**src/rtl/i2c_pkg.sv**
```systemverilog
// Shared types and helpers for the I2C target: state encoding, widths, ACK levels
// and the bit-order aware shift helpers.
package i2c_pkg;

  localparam int ADDR_W = 7;
  localparam int DATA_W = 8;
  localparam logic ACK  = 1'b0;
  localparam logic NACK = 1'b1;

  typedef enum logic [2:0] {
    IDLE,
    ADDR,
    ADDR_ACK,
    WR_DATA,
    WR_ACK,
    RD_DATA,
    RD_ACK,
    WAIT_STOP
  } state_t;

  function automatic logic [DATA_W-1:0] shift_in(input logic [DATA_W-1:0] sh, input logic b,
                                                 input logic lsb_first);
    return lsb_first ? {b, sh[DATA_W-1:1]} : {sh[DATA_W-2:0], b};
  endfunction

  function automatic logic [DATA_W-1:0] shift_out(input logic [DATA_W-1:0] sh,
                                                  input logic lsb_first);
    return lsb_first ? {1'b0, sh[DATA_W-1:1]} : {sh[DATA_W-2:0], 1'b0};
  endfunction

  function automatic logic first_bit(input logic [DATA_W-1:0] d, input logic lsb_first);
    return lsb_first ? d[0] : d[DATA_W-1];
  endfunction

  function automatic logic [3:0] sat_inc(input logic [3:0] c);
    return (c >= 4'd8) ? 4'd8 : c + 4'd1;
  endfunction

endpackage

```
**src/rtl/i2c_line_sync.sv**
```systemverilog
// Synchronizes scl_in/sda_in and derives SCL edges plus START/STOP conditions.
module i2c_line_sync #(
  parameter int SYNC_STAGES = 2
) (
  input  logic clk,
  input  logic rst,
  input  logic scl_in,
  input  logic sda_in,
  output logic sda_s,
  output logic scl_rise,
  output logic scl_fall,
  output logic start_det,
  output logic stop_det
);

  logic [SYNC_STAGES-1:0] scl_sh;
  logic [SYNC_STAGES-1:0] sda_sh;
  logic scl_s;
  logic scl_d;
  logic sda_d;

  // Clearing to 0 means a released bus after reset looks like a rise, never a false START.
  always_ff @(posedge clk or posedge rst) begin
    if (rst) begin
      scl_sh <= '0;
      sda_sh <= '0;
      scl_d  <= 1'b0;
      sda_d  <= 1'b0;
    end else begin
      scl_sh <= {scl_sh[SYNC_STAGES-2:0], scl_in};
      sda_sh <= {sda_sh[SYNC_STAGES-2:0], sda_in};
      scl_d  <= scl_s;
      sda_d  <= sda_s;
    end
  end

  assign scl_s     = scl_sh[SYNC_STAGES-1];
  assign sda_s     = sda_sh[SYNC_STAGES-1];
  assign scl_rise  = scl_s & ~scl_d;
  assign scl_fall  = ~scl_s & scl_d;
  assign start_det = scl_s & scl_d & sda_d & ~sda_s;
  assign stop_det  = scl_s & scl_d & ~sda_d & sda_s;

endmodule

```
**src/rtl/i2c_slave.sv**
```systemverilog
// I2C target responder: address match, write receive and read supply with ACK handling.
// Optional SCL stretching on read byte boundaries is enabled by I2C_SLAVE_CLK_STRETCH_EN.
module i2c_slave
  import i2c_pkg::*;
#(
  parameter logic [6:0] SLAVE_ADDR  = 7'b1001100,
  parameter int         LSB_FIRST   = 0,
  parameter int         SYNC_STAGES = 2
) (
  input  logic       clk,
  input  logic       rst,
  input  logic       scl_in,
  input  logic       sda_in,
  output logic       sda_oe,
  output logic       scl_oe,
  output logic [7:0] rx_data,
  output logic       rx_valid,
  input  logic [7:0] tx_data,
`ifdef I2C_SLAVE_CLK_STRETCH_EN
  input  logic       tx_valid,
`endif
  output logic       tx_ready,
  output logic       addr_match,
  output logic       rw_dir,
  output logic       busy
);

  localparam logic LSB = (LSB_FIRST != 0);

  logic       sda_s;
  logic       scl_rise;
  logic       scl_fall;
  logic       start_det;
  logic       stop_det;
  state_t     state;
  logic [3:0] bit_cnt;
  logic [7:0] shifter;
  logic [7:0] shift_nxt;
  logic [7:0] tx_nxt;
  logic [6:0] addr_rx;
  logic       rw_rx;
  logic       reload_req;
  logic       load_go;

  i2c_line_sync #(.SYNC_STAGES(SYNC_STAGES)) u_sync (
    .clk      (clk),
    .rst      (rst),
    .scl_in   (scl_in),
    .sda_in   (sda_in),
    .sda_s    (sda_s),
    .scl_rise (scl_rise),
    .scl_fall (scl_fall),
    .start_det(start_det),
    .stop_det (stop_det)
  );

  assign shift_nxt = shift_in(shifter, sda_s, LSB);
  assign tx_nxt    = shift_out(shifter, LSB);
  assign addr_rx   = LSB ? shift_nxt[6:0] : shift_nxt[7:1];
  assign rw_rx     = LSB ? shift_nxt[7] : shift_nxt[0];

  // A read byte boundary: end of the address ACK on a read, or a master ACK on read data.
  assign reload_req = scl_fall && (bit_cnt == 4'd1) &&
                      ((state == ADDR_ACK && rw_dir) || state == RD_ACK);

`ifdef I2C_SLAVE_CLK_STRETCH_EN
  logic stretching;
  logic scl_hold;
  logic stretch_go;

  assign scl_oe     = scl_hold;
  assign load_go    = stretching ? tx_valid : (reload_req && tx_valid);
  assign stretch_go = reload_req && !tx_valid && !stretching;
`else
  assign scl_oe  = 1'b0;
  assign load_go = reload_req;
`endif

  always_ff @(posedge clk or posedge rst) begin
    if (rst) begin
      state      <= IDLE;
      bit_cnt    <= 4'd0;
      shifter    <= 8'd0;
      sda_oe     <= 1'b0;
      rx_data    <= 8'd0;
      rx_valid   <= 1'b0;
      tx_ready   <= 1'b0;
      addr_match <= 1'b0;
      rw_dir     <= 1'b0;
      busy       <= 1'b0;
`ifdef I2C_SLAVE_CLK_STRETCH_EN
      stretching <= 1'b0;
      scl_hold   <= 1'b0;
`endif
    end else begin
      rx_valid   <= 1'b0;
      tx_ready   <= 1'b0;
      addr_match <= 1'b0;
      if (start_det) begin
        state   <= ADDR;
        bit_cnt <= 4'd0;
        busy    <= 1'b1;
        sda_oe  <= 1'b0;
`ifdef I2C_SLAVE_CLK_STRETCH_EN
        stretching <= 1'b0;
        scl_hold   <= 1'b0;
`endif
      end else if (stop_det) begin
        state   <= IDLE;
        bit_cnt <= 4'd0;
        busy    <= 1'b0;
        sda_oe  <= 1'b0;
`ifdef I2C_SLAVE_CLK_STRETCH_EN
        stretching <= 1'b0;
        scl_hold   <= 1'b0;
`endif
      end else if (load_go) begin
        tx_ready <= 1'b1;
        shifter  <= tx_data;
        sda_oe   <= ~first_bit(tx_data, LSB);
        bit_cnt  <= 4'd0;
        state    <= RD_DATA;
`ifdef I2C_SLAVE_CLK_STRETCH_EN
        stretching <= 1'b0;
`endif
      end else begin
`ifdef I2C_SLAVE_CLK_STRETCH_EN
        // A hold that is not waiting on tx_valid lasts exactly one clk.
        if (scl_hold && !stretching) scl_hold <= 1'b0;
        if (stretch_go) begin
          scl_hold   <= 1'b1;
          stretching <= 1'b1;
        end
`endif
        case (state)
          IDLE: begin
          end
          ADDR: begin
            if (scl_rise) begin
              shifter <= shift_nxt;
              if (bit_cnt == 4'd7) begin
                bit_cnt <= 4'd0;
                if (addr_rx == SLAVE_ADDR) begin
                  rw_dir     <= rw_rx;
                  addr_match <= 1'b1;
                  state      <= ADDR_ACK;
                end else begin
                  state <= WAIT_STOP;
                end
              end else begin
                bit_cnt <= sat_inc(bit_cnt);
              end
            end
          end
          ADDR_ACK, WR_ACK: begin
            // bit_cnt 0 = waiting to drive ACK, 1 = ACK on the bus until the next fall.
            if (scl_fall) begin
              if (bit_cnt == 4'd0) begin
                sda_oe  <= 1'b1;
                bit_cnt <= 4'd1;
              end else if (!rw_dir) begin
                sda_oe  <= 1'b0;
                bit_cnt <= 4'd0;
                state   <= WR_DATA;
`ifdef I2C_SLAVE_CLK_STRETCH_EN
                scl_hold <= 1'b1;
`endif
              end
            end
          end
          WR_DATA: begin
            if (scl_rise) begin
              shifter <= shift_nxt;
              if (bit_cnt == 4'd7) begin
                rx_data  <= shift_nxt;
                rx_valid <= 1'b1;
                bit_cnt  <= 4'd0;
                state    <= WR_ACK;
              end else begin
                bit_cnt <= sat_inc(bit_cnt);
              end
            end
          end
          RD_DATA: begin
            if (scl_fall) begin
              if (bit_cnt == 4'd7) begin
                sda_oe  <= 1'b0;
                bit_cnt <= 4'd0;
                state   <= RD_ACK;
              end else begin
                shifter <= tx_nxt;
                sda_oe  <= ~first_bit(tx_nxt, LSB);
                bit_cnt <= sat_inc(bit_cnt);
              end
            end
          end
          RD_ACK: begin
            // The reload on the following fall is taken by load_go above.
            if (scl_rise && bit_cnt == 4'd0) begin
              if (sda_s == NACK) state <= WAIT_STOP;
              else bit_cnt <= 4'd1;
            end
          end
          WAIT_STOP: begin
            sda_oe <= 1'b0;
          end
          default: begin
            state <= IDLE;
          end
        endcase
      end
    end
  end

endmodule
```
**config.mk**
```make
export PLATFORM = sky130hd
export DESIGN_NAME = i2c_slave
export DESIGN_NICKNAME = d
export VERILOG_FILES = /design/src/rtl/i2c_pkg.sv /design/src/rtl/i2c_line_sync.sv /design/src/rtl/i2c_slave.sv
export SDC_FILE = /design/constraint.sdc
export NUM_CORES = 1
export LEC_CHECK = 0
export CAP_MARGIN = 0
export CORE_ASPECT_RATIO = 1.4
export CORE_MARGIN = 2
export CORE_UTILIZATION = 57
export DETAILED_ROUTE_END_ITERATION = 16
export DONT_BUFFER_PORTS = 1
export PLACE_DENSITY = 0.72
export SLEW_MARGIN = 15
export SYNTH_ARGS = -nofsm -noshare
export SYNTH_HDL_FRONTEND = slang
export SYNTH_SLANG_ARGS = --single-unit
```
**constraint.sdc**
```tcl
create_clock -name clk -period 5.5 [get_ports clk]
set_input_delay 1.65 -clock clk [delete_from_list [all_inputs] [get_ports clk]]
set_output_delay 1.65 -clock clk [all_outputs]
set_load 0.005 [all_outputs]
```
==> flow_summary.json <==
{
  "antenna_cells": 0,
  "synth_area_leader_cell": "dfrtp_1",
  "clockPowerShare_pct": 18.4,
  "intPower_uw": 578,
  "synthMuxAreaShare_pct": 10.2,
  "instances_no_fill": 213,
  "cts_tree": "done",
  "p_sw_share_pct": 40.5,
  "fmax_mhz": 415,
  "path_buf_inv": 0,
  "comb_power_share_pct": 39.8,
  "synthAdderAreaFrac_pct": 2.02,
  "finalHoldViolCount": 0,
  "crit_fanout": 7,
  "via_per_inst": 6.25,
  "drt-wirelength-per-cell_um": 17.5,
  "h-tree-depth": 2,
  "synth_xor_area_share_pct": 0.472,
  "pre_cts_ws_ps": 3090,
  "final_util_pct": 62.1,
  "status": "finished, final reports clean",
  "finalSetupTns_ps": 0,
  "rsz0062_at_grt": "false",
  "ir_worst_vdd_v": 0.000343,
  "ys.flop_type": "dfrtp_1",
  "slew_headroom_pct": 49.3,
  "cp.arrival_ps": 2570,
  "syn_to_final_growth_pct": 4.38,
  "crit_family": "simple AND/OR/NAND/NOR gates",
  "synth_top_family_by_area": "simple AND/OR/NAND/NOR gates",
  "drt_iter0_markers": 39,
  "finalCritPeriodShare_pct": 43.8,
  "r2r_cells": 6,
  "cts_inserted_buffers": 5,
  "synth_edf_count": 0,
  "drc": 0,
  "path_class": "reg2reg",
  "required_ps": 5660,
  "cts_setup_buffers": 0,
  "synth_top_area_share_pct": 45.8,
  "grt_pass1_vias": 1398,
  "synth_seq_cells": 34,
  "synth-simple-area-share_pct": 18.3,
  "power_switching_uw": 393,
  "io_pins": 27,
  "start_kind": "flop",
  "grtUsageTotal_pct": 22.3,
  "drive_above_1_share_pct": 16.7,
  "cp.depth": 6,
  "tightest_slew_ps": 759,
  "syn_nets": 190,
  "grt_pass1_wl_um": 6340,
  "dr_total_vias": 1332,
  "cp-end-kind": "flop",
  "dieArea_um2": 3740,
  "critPathSlowestCell": "nor3b_2",
  "first_pass_iters": 4,
  "gr-total-overflow": 0,
  "core-area_um2": 3120,
  "seq_power_share_pct": 41.8,
  "synth-compound-area-share_pct": 18.2,
  "syn-instance-count": 175,
  "fin_nets": 188,
  "slowest_delay_ps": 600,
  "root_buffer": "clkbuf_8",
  "yosys.cell_types.count": 56,
  "clk-insertion-delay-late_ps": 280,
  "synth_area_per_cell_um2": 10.6,
  "async_flop_share_pct": 100,
  "cts_resized": 0,
  "place_congestion": 0.931,
  "initial_core_util_pct": 59.5,
  "dp.cells": 205,
  "synth_area_um2": 1860,
  "fin_worst_skew_ps": 8.43,
  "hold_class": "reg2reg",
  "drv_cap": 0,
  "grt_max_degree": 35,
  "num_rows": 24,
  "wl_um": 3730,
  "drv_slew": 0,
  "clock_path_buffers": 2,
  "setup_viol": 0,
  "p_leak_uw": 0.000819,
  "grt_antenna_before_repair": 0,
  "path_cells": "ha_1, and3b_1, o32a_1, nor3b_2, mux2i_1, o21ai_1",
  "ant_nets": 0,
  "fin_crit_ps": 2410,
  "powerDensity_nw_per_um2": 501,
  "io_buffers": 0,
  "synth_seq_area_share_pct": 45.8,
  "ctsHoldBuffers": 0,
  "yosys_warnings": 0,
  "cts.reportedPaths.clkPinSlew_ps": 70,
  "cts.sinks": 34,
  "finalWorstSetupSlack_ps": 3090,
  "hold_slack_ps": 363,
  "chipHeight_um": 71.5,
  "detailed_place_hpwl_um": 2760,
  "fp.dieW_um": 52.2,
  "whs_path_depth": 0,
  "synth_area_leaders": "dfrtp_1, mux2i_1, mux2_2"
}
[placed cells by master, fill, tap and decap left out, types with 2 or more instances in the layout]
cell type	n
a211oi_1	6
nand3_1	4
o22ai_1	2
mux2_2	8
o2bb2ai_1	2
nor2b_1	3
inv_1	6
clkbuf_8	5
dfrtp_1	34
o21ai_0	5
and3b_1	2
ha_1	3
o21ai_1	7
mux2i_1	10
nand2b_1	5
nor4b_1	2
nor3b_1	2
a31oi_1	2
nand2_1	15
a21oi_1	6
nor2_1	10
[cell usage after synthesis (all sizes together) (2+ instances only)]
library cell  number
mux2i             10
a21oi              7
ha                 3
nor3b              3
nand3              4
nor4b              2
nand2b             5
nand2             15
nor2b              3
o2bb2ai            2
and3b              2
o22ai              2
buf                9
inv                7
nor3               2
a211oi             6
o21ai             12
a31oi              3
nor2              10
dfrtp             34
mux2               8
and2               2
[per-layer routing]
layer,vias up,GRT usage (%),share of wire [%]
met3,12,4.79,4.0
met5,-,0,0
met4,0,11.1,3.2
li1,630,-,-
met2,37,36.1,52
met1,653,28.0,41
[state kept, by name, summed over array words and instances (netlist names)]
| register | count |
|---|---|
| busy | 1 |
| bit_cnt | 4 |
| u_sync.scl_d | 1 |
| addr_match | 1 |
| u_sync.scl_sh | 2 |
| rx_valid | 1 |
| u_sync.sda_d | 1 |
| rw_dir | 1 |
| rx_data | 8 |
| tx_ready | 1 |
| u_sync.sda_sh | 2 |
| shifter | 7 |
| sda_oe | 1 |
| state | 3 |
[path summary, 6_finish.rpt]
path,startpoint,to,slack [ps]
hold / removal,u_sync.sda_sh[0],u_sync.sda_sh[1],360
setup / recovery,bit_cnt[0],shifter[6],3090
max in group asynchronous,rst,addr_match,3870
setup reg to reg,bit_cnt[0],shifter[6],3090
hold reg to reg,u_sync.sda_sh[0],u_sync.sda_sh[1],360
min in group asynchronous,rst,state[2],1340
[power groups by stage]
stage          Sequential (uW)  Clock [uW]  Combinational (uW)
2_1_floorplan              345           0                 375
3_3_place_gp               405           0                 373
3_5_place_dp               409           0                 386
4_1_cts                    404         181                 388
5_1_grt                    419         192                 430
6_report                   406         179                 386
[area by class of cell]
class / instances / area [um2]
fill: 266 / 1180
multi-input combinational: 124 / 918
sequential: 34 / 851
clock buffer: 6 / 72.6
tap: 39 / 48.8
inverter: 7 / 26.3
clock inverter: 2 / 13.8
timing repair buffer: 1 / 7.51
[stage by stage]
stage / total power [uW] / instance area, um2
after detailed placement: 795 / 1850
after CTS: 973 / 1940
after global routing: 1040 / 1940
final: 971 / 1940
after global placement: 779 / 1850
after floorplan: 720 / 1860
[cell families (layout without fill, tap and decap cells)]
kind of cell               count (synthesis)  after routing
other                                      1              1
AOI/OAI and AO/OA                         44             44
buffers and inverters                     17             16
adders and majority gates                  3              3
DFF                                       34             34
and+or+nand+nor                           57             57
muxes                                     18             18
xor gates and xnor gates                   1              1
No activity file was read; power rests on OpenSTA's default activity.
